==> src/rtl/dmem_byte_seq_if.sv <==
// Request/response and byte-RAM port bundle for dmem_byte_seq.
// The master side is the core plus the RAM; the slave side is the sequencer.
interface dmem_byte_seq_if #(
    parameter int ADDR_WIDTH = 13
);
    logic                  req_valid;
    logic                  req_ready;
    logic                  req_we;
    logic [1:0]            req_size;
    logic                  req_signed;
    logic [ADDR_WIDTH-3:0] req_addr;
    logic [31:0]           req_wdata;
    logic                  rsp_valid;
    logic [31:0]           rsp_rdata;
    logic                  rsp_err;
    logic [ADDR_WIDTH-1:0] mem_w_addr;
    logic [ADDR_WIDTH-1:0] mem_r_addr;
    logic                  mem_write_en;
    logic                  mem_read_en;
    logic [7:0]            mem_din;
    logic [7:0]            mem_dout;

    modport master (
        output req_valid, req_we, req_size, req_signed, req_addr, req_wdata, mem_dout,
        input  req_ready, rsp_valid, rsp_rdata, rsp_err,
        input  mem_w_addr, mem_r_addr, mem_write_en, mem_read_en, mem_din
    );

    modport slave (
        input  req_valid, req_we, req_size, req_signed, req_addr, req_wdata, mem_dout,
        output req_ready, rsp_valid, rsp_rdata, rsp_err,
        output mem_w_addr, mem_r_addr, mem_write_en, mem_read_en, mem_din
    );
endinterface

==> src/rtl/dmem_byte_seq.sv <==
// Serialises 32-bit loads/stores into single-byte RAM accesses, little-endian.
// Optional MISALIGN_CHECK_EN: reject misaligned half/word accesses with rsp_err.
module dmem_byte_seq #(
    parameter int ADDR_WIDTH = 13
) (
    input logic           clk,
    input logic           rst_n,
    dmem_byte_seq_if.slave bus
);
    localparam int IW = ADDR_WIDTH - 2;

    typedef enum logic {IDLE, ACCESS} state_t;

    state_t        state, next_state;
    logic [1:0]    cnt;
    logic [1:0]    last;
    logic          we_q;
    logic          signed_q;
    logic [IW-1:0] addr_q;
    logic [IW-1:0] byte_idx;
    logic [31:0]   wdata_q;
    logic [23:0]   rbuf;
    logic          rsp_valid_q;
    logic [31:0]   rdata_q;
    logic [31:0]   load_word;
    logic [1:0]    req_last;
    logic          accept;
    logic          last_beat;
    logic          misaligned;

    assign accept    = (state == IDLE) && bus.req_valid;
    assign last_beat = (state == ACCESS) && (cnt == last);

    // Index of the final byte: 0 for byte, 1 for half, 3 for word (size 11 included).
    always_comb begin
        case (bus.req_size)
            2'b00:   req_last = 2'd0;
            2'b01:   req_last = 2'd1;
            default: req_last = 2'd3;
        endcase
    end

`ifdef MISALIGN_CHECK_EN
    logic err_q;

    assign misaligned = ((bus.req_size == 2'b01) && bus.req_addr[0]) ||
                        (bus.req_size[1] && (bus.req_addr[1:0] != 2'b00));

    always_ff @(posedge clk or negedge rst_n) begin
        if (!rst_n) err_q <= 1'b0;
        else        err_q <= accept && misaligned;
    end

    assign bus.rsp_err = err_q;
`else
    assign misaligned  = 1'b0;
    assign bus.rsp_err = 1'b0;
`endif

    always_ff @(posedge clk or negedge rst_n) begin
        if (!rst_n) state <= IDLE;
        else        state <= next_state;
    end

    // NOTE: every output of a combinational block gets a default first, so no path can infer a latch.
    always_comb begin
        next_state       = state;
        bus.mem_write_en = 1'b0;
        bus.mem_read_en  = 1'b0;
        case (state)
            IDLE: begin
                if (accept && !misaligned) next_state = ACCESS;
            end
            ACCESS: begin
                bus.mem_write_en = we_q;
                bus.mem_read_en  = !we_q;
                if (last_beat) next_state = IDLE;
            end
            default: next_state = IDLE;
        endcase
    end

    assign byte_idx       = addr_q + IW'(cnt);
    assign bus.mem_w_addr = {byte_idx, 2'b00};
    assign bus.mem_r_addr = {byte_idx, 2'b00};
    assign bus.mem_din    = wdata_q[{cnt, 3'b000} +: 8];
    assign bus.req_ready  = (state == IDLE);
    assign bus.rsp_valid  = rsp_valid_q;
    assign bus.rsp_rdata  = rdata_q;

    // The final byte bypasses rbuf and comes straight from the RAM output.
    always_comb begin
        case (last)
            2'd0:    load_word = {{24{signed_q & bus.mem_dout[7]}}, bus.mem_dout};
            2'd1:    load_word = {{16{signed_q & bus.mem_dout[7]}}, bus.mem_dout, rbuf[7:0]};
            default: load_word = {bus.mem_dout, rbuf};
        endcase
    end

    // NOTE: sequential state uses non-blocking assignments so every register sees pre-edge values.
    always_ff @(posedge clk or negedge rst_n) begin
        if (!rst_n) begin
            cnt         <= '0;
            last        <= '0;
            we_q        <= 1'b0;
            signed_q    <= 1'b0;
            addr_q      <= '0;
            wdata_q     <= '0;
            rbuf        <= '0;
            rsp_valid_q <= 1'b0;
            rdata_q     <= '0;
        end else begin
            rsp_valid_q <= 1'b0;
            if (accept) begin
                cnt      <= '0;
                last     <= req_last;
                we_q     <= bus.req_we;
                signed_q <= bus.req_signed;
                addr_q   <= bus.req_addr;
                wdata_q  <= bus.req_wdata;
                if (misaligned) rsp_valid_q <= 1'b1;
            end
            if (state == ACCESS) begin
                if (last_beat) begin
                    rsp_valid_q <= 1'b1;
                    if (!we_q) rdata_q <= load_word;
                end else begin
                    cnt <= cnt + 2'd1;
                    if (!we_q) rbuf[{cnt, 3'b000} +: 8] <= bus.mem_dout;
                end
            end
        end
    end
endmodule

==> src/flat_wrapper.sv <==
// flat-port wrapper written by rule: the top's interface ports become plain ports
module dmem_byte_seq_flat 
#(
    parameter int ADDR_WIDTH = 13
)
  (clk, rst_n, bus_req_valid, bus_req_we, bus_req_size, bus_req_signed, bus_req_addr, bus_req_wdata, bus_mem_dout, bus_req_ready, bus_rsp_valid, bus_rsp_rdata, bus_rsp_err, bus_mem_w_addr, bus_mem_r_addr, bus_mem_write_en, bus_mem_read_en, bus_mem_din);
  dmem_byte_seq_if #(.ADDR_WIDTH(ADDR_WIDTH)) bus_i ();
  input logic clk;
  input logic rst_n;
  input wire logic [$bits(bus_i.req_valid)-1:0] bus_req_valid;
  input wire logic [$bits(bus_i.req_we)-1:0] bus_req_we;
  input wire logic [$bits(bus_i.req_size)-1:0] bus_req_size;
  input wire logic [$bits(bus_i.req_signed)-1:0] bus_req_signed;
  input wire logic [$bits(bus_i.req_addr)-1:0] bus_req_addr;
  input wire logic [$bits(bus_i.req_wdata)-1:0] bus_req_wdata;
  input wire logic [$bits(bus_i.mem_dout)-1:0] bus_mem_dout;
  output wire logic [$bits(bus_i.req_ready)-1:0] bus_req_ready;
  output wire logic [$bits(bus_i.rsp_valid)-1:0] bus_rsp_valid;
  output wire logic [$bits(bus_i.rsp_rdata)-1:0] bus_rsp_rdata;
  output wire logic [$bits(bus_i.rsp_err)-1:0] bus_rsp_err;
  output wire logic [$bits(bus_i.mem_w_addr)-1:0] bus_mem_w_addr;
  output wire logic [$bits(bus_i.mem_r_addr)-1:0] bus_mem_r_addr;
  output wire logic [$bits(bus_i.mem_write_en)-1:0] bus_mem_write_en;
  output wire logic [$bits(bus_i.mem_read_en)-1:0] bus_mem_read_en;
  output wire logic [$bits(bus_i.mem_din)-1:0] bus_mem_din;
  assign bus_i.req_valid = bus_req_valid;
  assign bus_i.req_we = bus_req_we;
  assign bus_i.req_size = bus_req_size;
  assign bus_i.req_signed = bus_req_signed;
  assign bus_i.req_addr = bus_req_addr;
  assign bus_i.req_wdata = bus_req_wdata;
  assign bus_i.mem_dout = bus_mem_dout;
  assign bus_req_ready = bus_i.req_ready;
  assign bus_rsp_valid = bus_i.rsp_valid;
  assign bus_rsp_rdata = bus_i.rsp_rdata;
  assign bus_rsp_err = bus_i.rsp_err;
  assign bus_mem_w_addr = bus_i.mem_w_addr;
  assign bus_mem_r_addr = bus_i.mem_r_addr;
  assign bus_mem_write_en = bus_i.mem_write_en;
  assign bus_mem_read_en = bus_i.mem_read_en;
  assign bus_mem_din = bus_i.mem_din;
  dmem_byte_seq #(.ADDR_WIDTH(ADDR_WIDTH)) u_core (.clk(clk), .rst_n(rst_n), .bus(bus_i));
endmodule
==> config.mk <==
export PLATFORM = sky130hd
export DESIGN_NAME = dmem_byte_seq_flat
export DESIGN_NICKNAME = d
export VERILOG_FILES = /design/src/rtl/dmem_byte_seq_if.sv /design/src/rtl/dmem_byte_seq.sv /design/src/flat_wrapper.sv
export SDC_FILE = /design/constraint.sdc
export NUM_CORES = 1
export LEC_CHECK = 0
export CELL_PAD_IN_SITES_DETAIL_PLACEMENT = 1
export CELL_PAD_IN_SITES_GLOBAL_PLACEMENT = 1
export CORE_AREA = 3 3 127 129
export CTS_CLUSTER_SIZE = 14
export DETAILED_ROUTE_END_ITERATION = 10
export DIE_AREA = 0 0 130 132
export PLACE_DENSITY_LB_ADDON = 0.1
export SLEW_MARGIN = 10
export SYNTH_ARGS = -nofsm -noshare
export SYNTH_HDL_FRONTEND = slang
export SYNTH_SLANG_ARGS = --single-unit
==> constraint.sdc <==
create_clock -name clk -period 2.2 [get_ports clk]
set_input_delay 0.33 -clock clk [delete_from_list [all_inputs] [get_ports clk]]
set_output_delay 0.33 -clock clk [all_outputs]
set_load 0.005 [all_outputs]
==> flow_summary.yaml <==
timing:
  setup_ws_ns: -0.2933
  finalSetupViolCount: 11
  rsz0062_at_grt: "true"
  clock_skew_ns: 0.009441
  finalCritPeriodShare: 1.133
  hold_viol: 4
  fin_hold_ws_ns: -0.009196
  tns_ns: -1.765
  maxSlewHeadroom: 0.5560
  fmax_mhz: 401.1
  drv_slew: 0
  final.min_clock_period_ns: 2.493
  worst_pin_slew_ns: 0.6660
job:
  drv_cap: 0
detailed_routing:
  drc: 0
  avgRoutedWirePerCell_um: 17.20
  avgViaCountPerCell: 4.793
  num_vias: 3633
  ant_nets: 0
  drtPass1Iterations: 4
  drt-total-wl_um: 13040
  drtIter0Drc: 137
grt:
  overflow: 0
  grt_pass1_wl_um: 21190
  grt_max_degree: 47
  grt_pass1_vias: 3999
  grt_usage: 0.1584
  antenna_found_initial: 0
critical_path:
  criticalPathCategory: "flop to output port"
  path_max_fanout: 4
  critPathArrivalTime_ns: 2.16
  reg2reg_slack_ns: 0.16
  crit_path_end_kind: "output port"
  worstSetupStartpointType: "flop"
  crit_required_ns: 1.87
clocking:
  htreeDepth: 3
  clk_pin_slew_ns: 0.07
  clock_path_buffers: 2
  clk_latency_ns: 0.35
  tritoncts: "yes"
  clkSinkCount: 107
  cts_root_buf: "clkbuf_16"
  numCtsBuffers: 9
logic_synthesis:
  synth_cell_type_count: 36
  postSynthAreaPerCell_sq_um: 12.19
  syn_inst: 429
  yosys_warnings: 0
  synthArstFlopShare: 1.000
  ys_ff_latch: 107
  ys_seq_area_frac: 0.5118
  synthesis.area_sq_um: 5231
  ys_top_cells_by_area: "dfrtp_1, mux2_1, mux2_2, mux2i_1, nand2_1"
  synth_edf_count: 0
  synthFlopType: "dfrtp_1"
  synth_area_leader_cell: "dfrtp_1"
  synth_top_area_frac: 0.5118
run_status:
  violations: "negative hold slack, negative setup slack"
  outcome: "finished with violations"
pwr:
  leakage_nw: 3.175
  vdd_drop_max_v: 0.0005836
  power_density_nw_per_um2: 1418
  power_mw: 10.13
cells_and_area:
  fill_cells: 1614
  fin_util: 0.4719
  area_delta_synth_final_pct: 36.62
  fin_nets: 630
  diodes: 0
  layout-drive-gt1-share: 0.2526
floorplan:
  die_area_sq_um: 17160
  num_io_pins: 129
  start_util: 0.3454
  fp.dieW_um: 130
  core_sq_um: 15150
  die_height_um: 132
  rows: 45
place:
  io_buffers: 123
  dp_slack_ns: -0.4520
  place.gp.congestion: 0.7670
  dp_hpwl_um: 9351
min_path:
  hold_class: "input port to asynchronous set/reset pin"
-- worst paths after layout --
kind,startpoint,end,cells past startpoint
min in group clk,u_core.wdata_q[26],u_core.wdata_q[26],1
max reg2reg,u_core.cnt[0],u_core.bus.rsp_rdata[28],7
max,u_core.addr_q[0],bus_mem_w_addr[8],8
min,rst_n,u_core.addr_q[6],1
max in group asynchronous,rst_n,u_core.bus.rsp_rdata[24],2
min reg2reg,u_core.wdata_q[26],u_core.wdata_q[26],1
-- state kept, by name (all words and copies together) (netlist names) --
register and count:
u_core.bus.rsp_rdata 32, u_core.wdata_q 32, u_core.rbuf 24, u_core.addr_q 11, u_core.cnt 2, u_core.last 2
u_core.bus.rsp_valid 1, u_core.signed_q 1, u_core.state 1, u_core.we_q 1
-- synth_stat cells (5+ instances only) --
cell type and instances:
xor2_1 9, dfrtp_1 107, mux2i_1 25, nor2_1 7, mux2_1 43, inv_1 36
nand2_1 59, mux4_2 8, buf_4 20, clkbuf_1 7, a21oi_1 9, buf_2 7
ha_1 6, o21ai_0 5, mux2_2 42, a22oi_1 7
-- repair_timing --
item / 4_1_cts / 5_1_grt
hold buffers: 0 / 0
endpoints found under the setup margin: 28 / 18
setup buffers: 9 / 0
hold endpoints to repair: 0 / 0
pin swaps: 11 / 6
gates resized for setup: 96 / 8
-- logic make-up (layout without fill, tap and decap cells) --
| family | Yosys count | count (layout) | synth area share |
|---|---|---|---|
| xor gates and xnor gates | 13 | 13 | 0.02464 |
| other | 1 | 5 | 0.0007168 |
| AOI/OAI and AO/OA | 26 | 26 | 0.03731 |
| adders and majority gates | 7 | 7 | 0.01818 |
| and+or+nand+nor | 85 | 85 | 0.07438 |
| DFF | 107 | 107 | 0.5118 |
| muxes | 118 | 118 | 0.2652 |
| buffers and inverters | 72 | 209 | 0.06769 |
-- layer usage --
metal  track usage  vias up  part of all wire
met3       0.03971       10             0.044
met5             0        -                 0
met1        0.2097     1848              0.46
li1              -     1697                 -
met2        0.2579       78              0.49
met4       0.04388        0             0.011
-- cell type report --
cell class,instances,area (sq um),area share
clock buffer,11,252.7,0.03536
clock inverter,5,27.53,0.003852
inverter,36,135.1,0.01891
multi-input combinational,254,2338,0.3272
sequential,107,2678,0.3747
tap,188,235.2,0.03291
timing repair buffer,157,1480,0.2071
-- per-stage QoR --
| step | instances | area [sq um] |
|---|---|---|
| after global placement | 735 | 6758 |
| after CTS | 758 | 7121 |
| final | 758 | 7147 |
| after floorplan | 433 | 5246 |
| after global routing | 758 | 7147 |
| after detailed placement | 735 | 6758 |
-- layout by cell type (no fill, tap or decap), types with 4 or more instances in the layout --
cell type	count
buf_4	28
mux4_2	8
o21ai_0	5
mux2_1	43
nand2_1	59
conb_1	5
clkdlybuf4s50_1	94
inv_1	34
a22oi_1	7
ha_1	4
a21oi_1	8
xor2_1	8
buf_2	13
clkbuf_16	9
mux2i_1	25
nor2_1	6
buf_6	4
dlygate4sd2_1	11
clkinv_2	4
buf_12	5
xnor2_2	4
mux2_2	42
dfrtp_1	107
-- power breakdown --
group | internal [mW] | switching [mW] | total (mW)
Combinational | 2.94 | 2.29 | 5.23
Sequential | 2.82 | 0.532 | 3.36
Clock | 0.823 | 0.723 | 1.55
-- worst max-delay path, stage by stage (launching register included) --
cell,delay [ns]
dfrtp_1,0.36
ha_2,0.19
inv_2,0.04
fa_2,0.41
buf_4,0.17
nor3b_2,0.17
xor2_1,0.22
buf_4,0.14
buf_2,0.10
No activity file was read; power rests on OpenSTA's default activity.
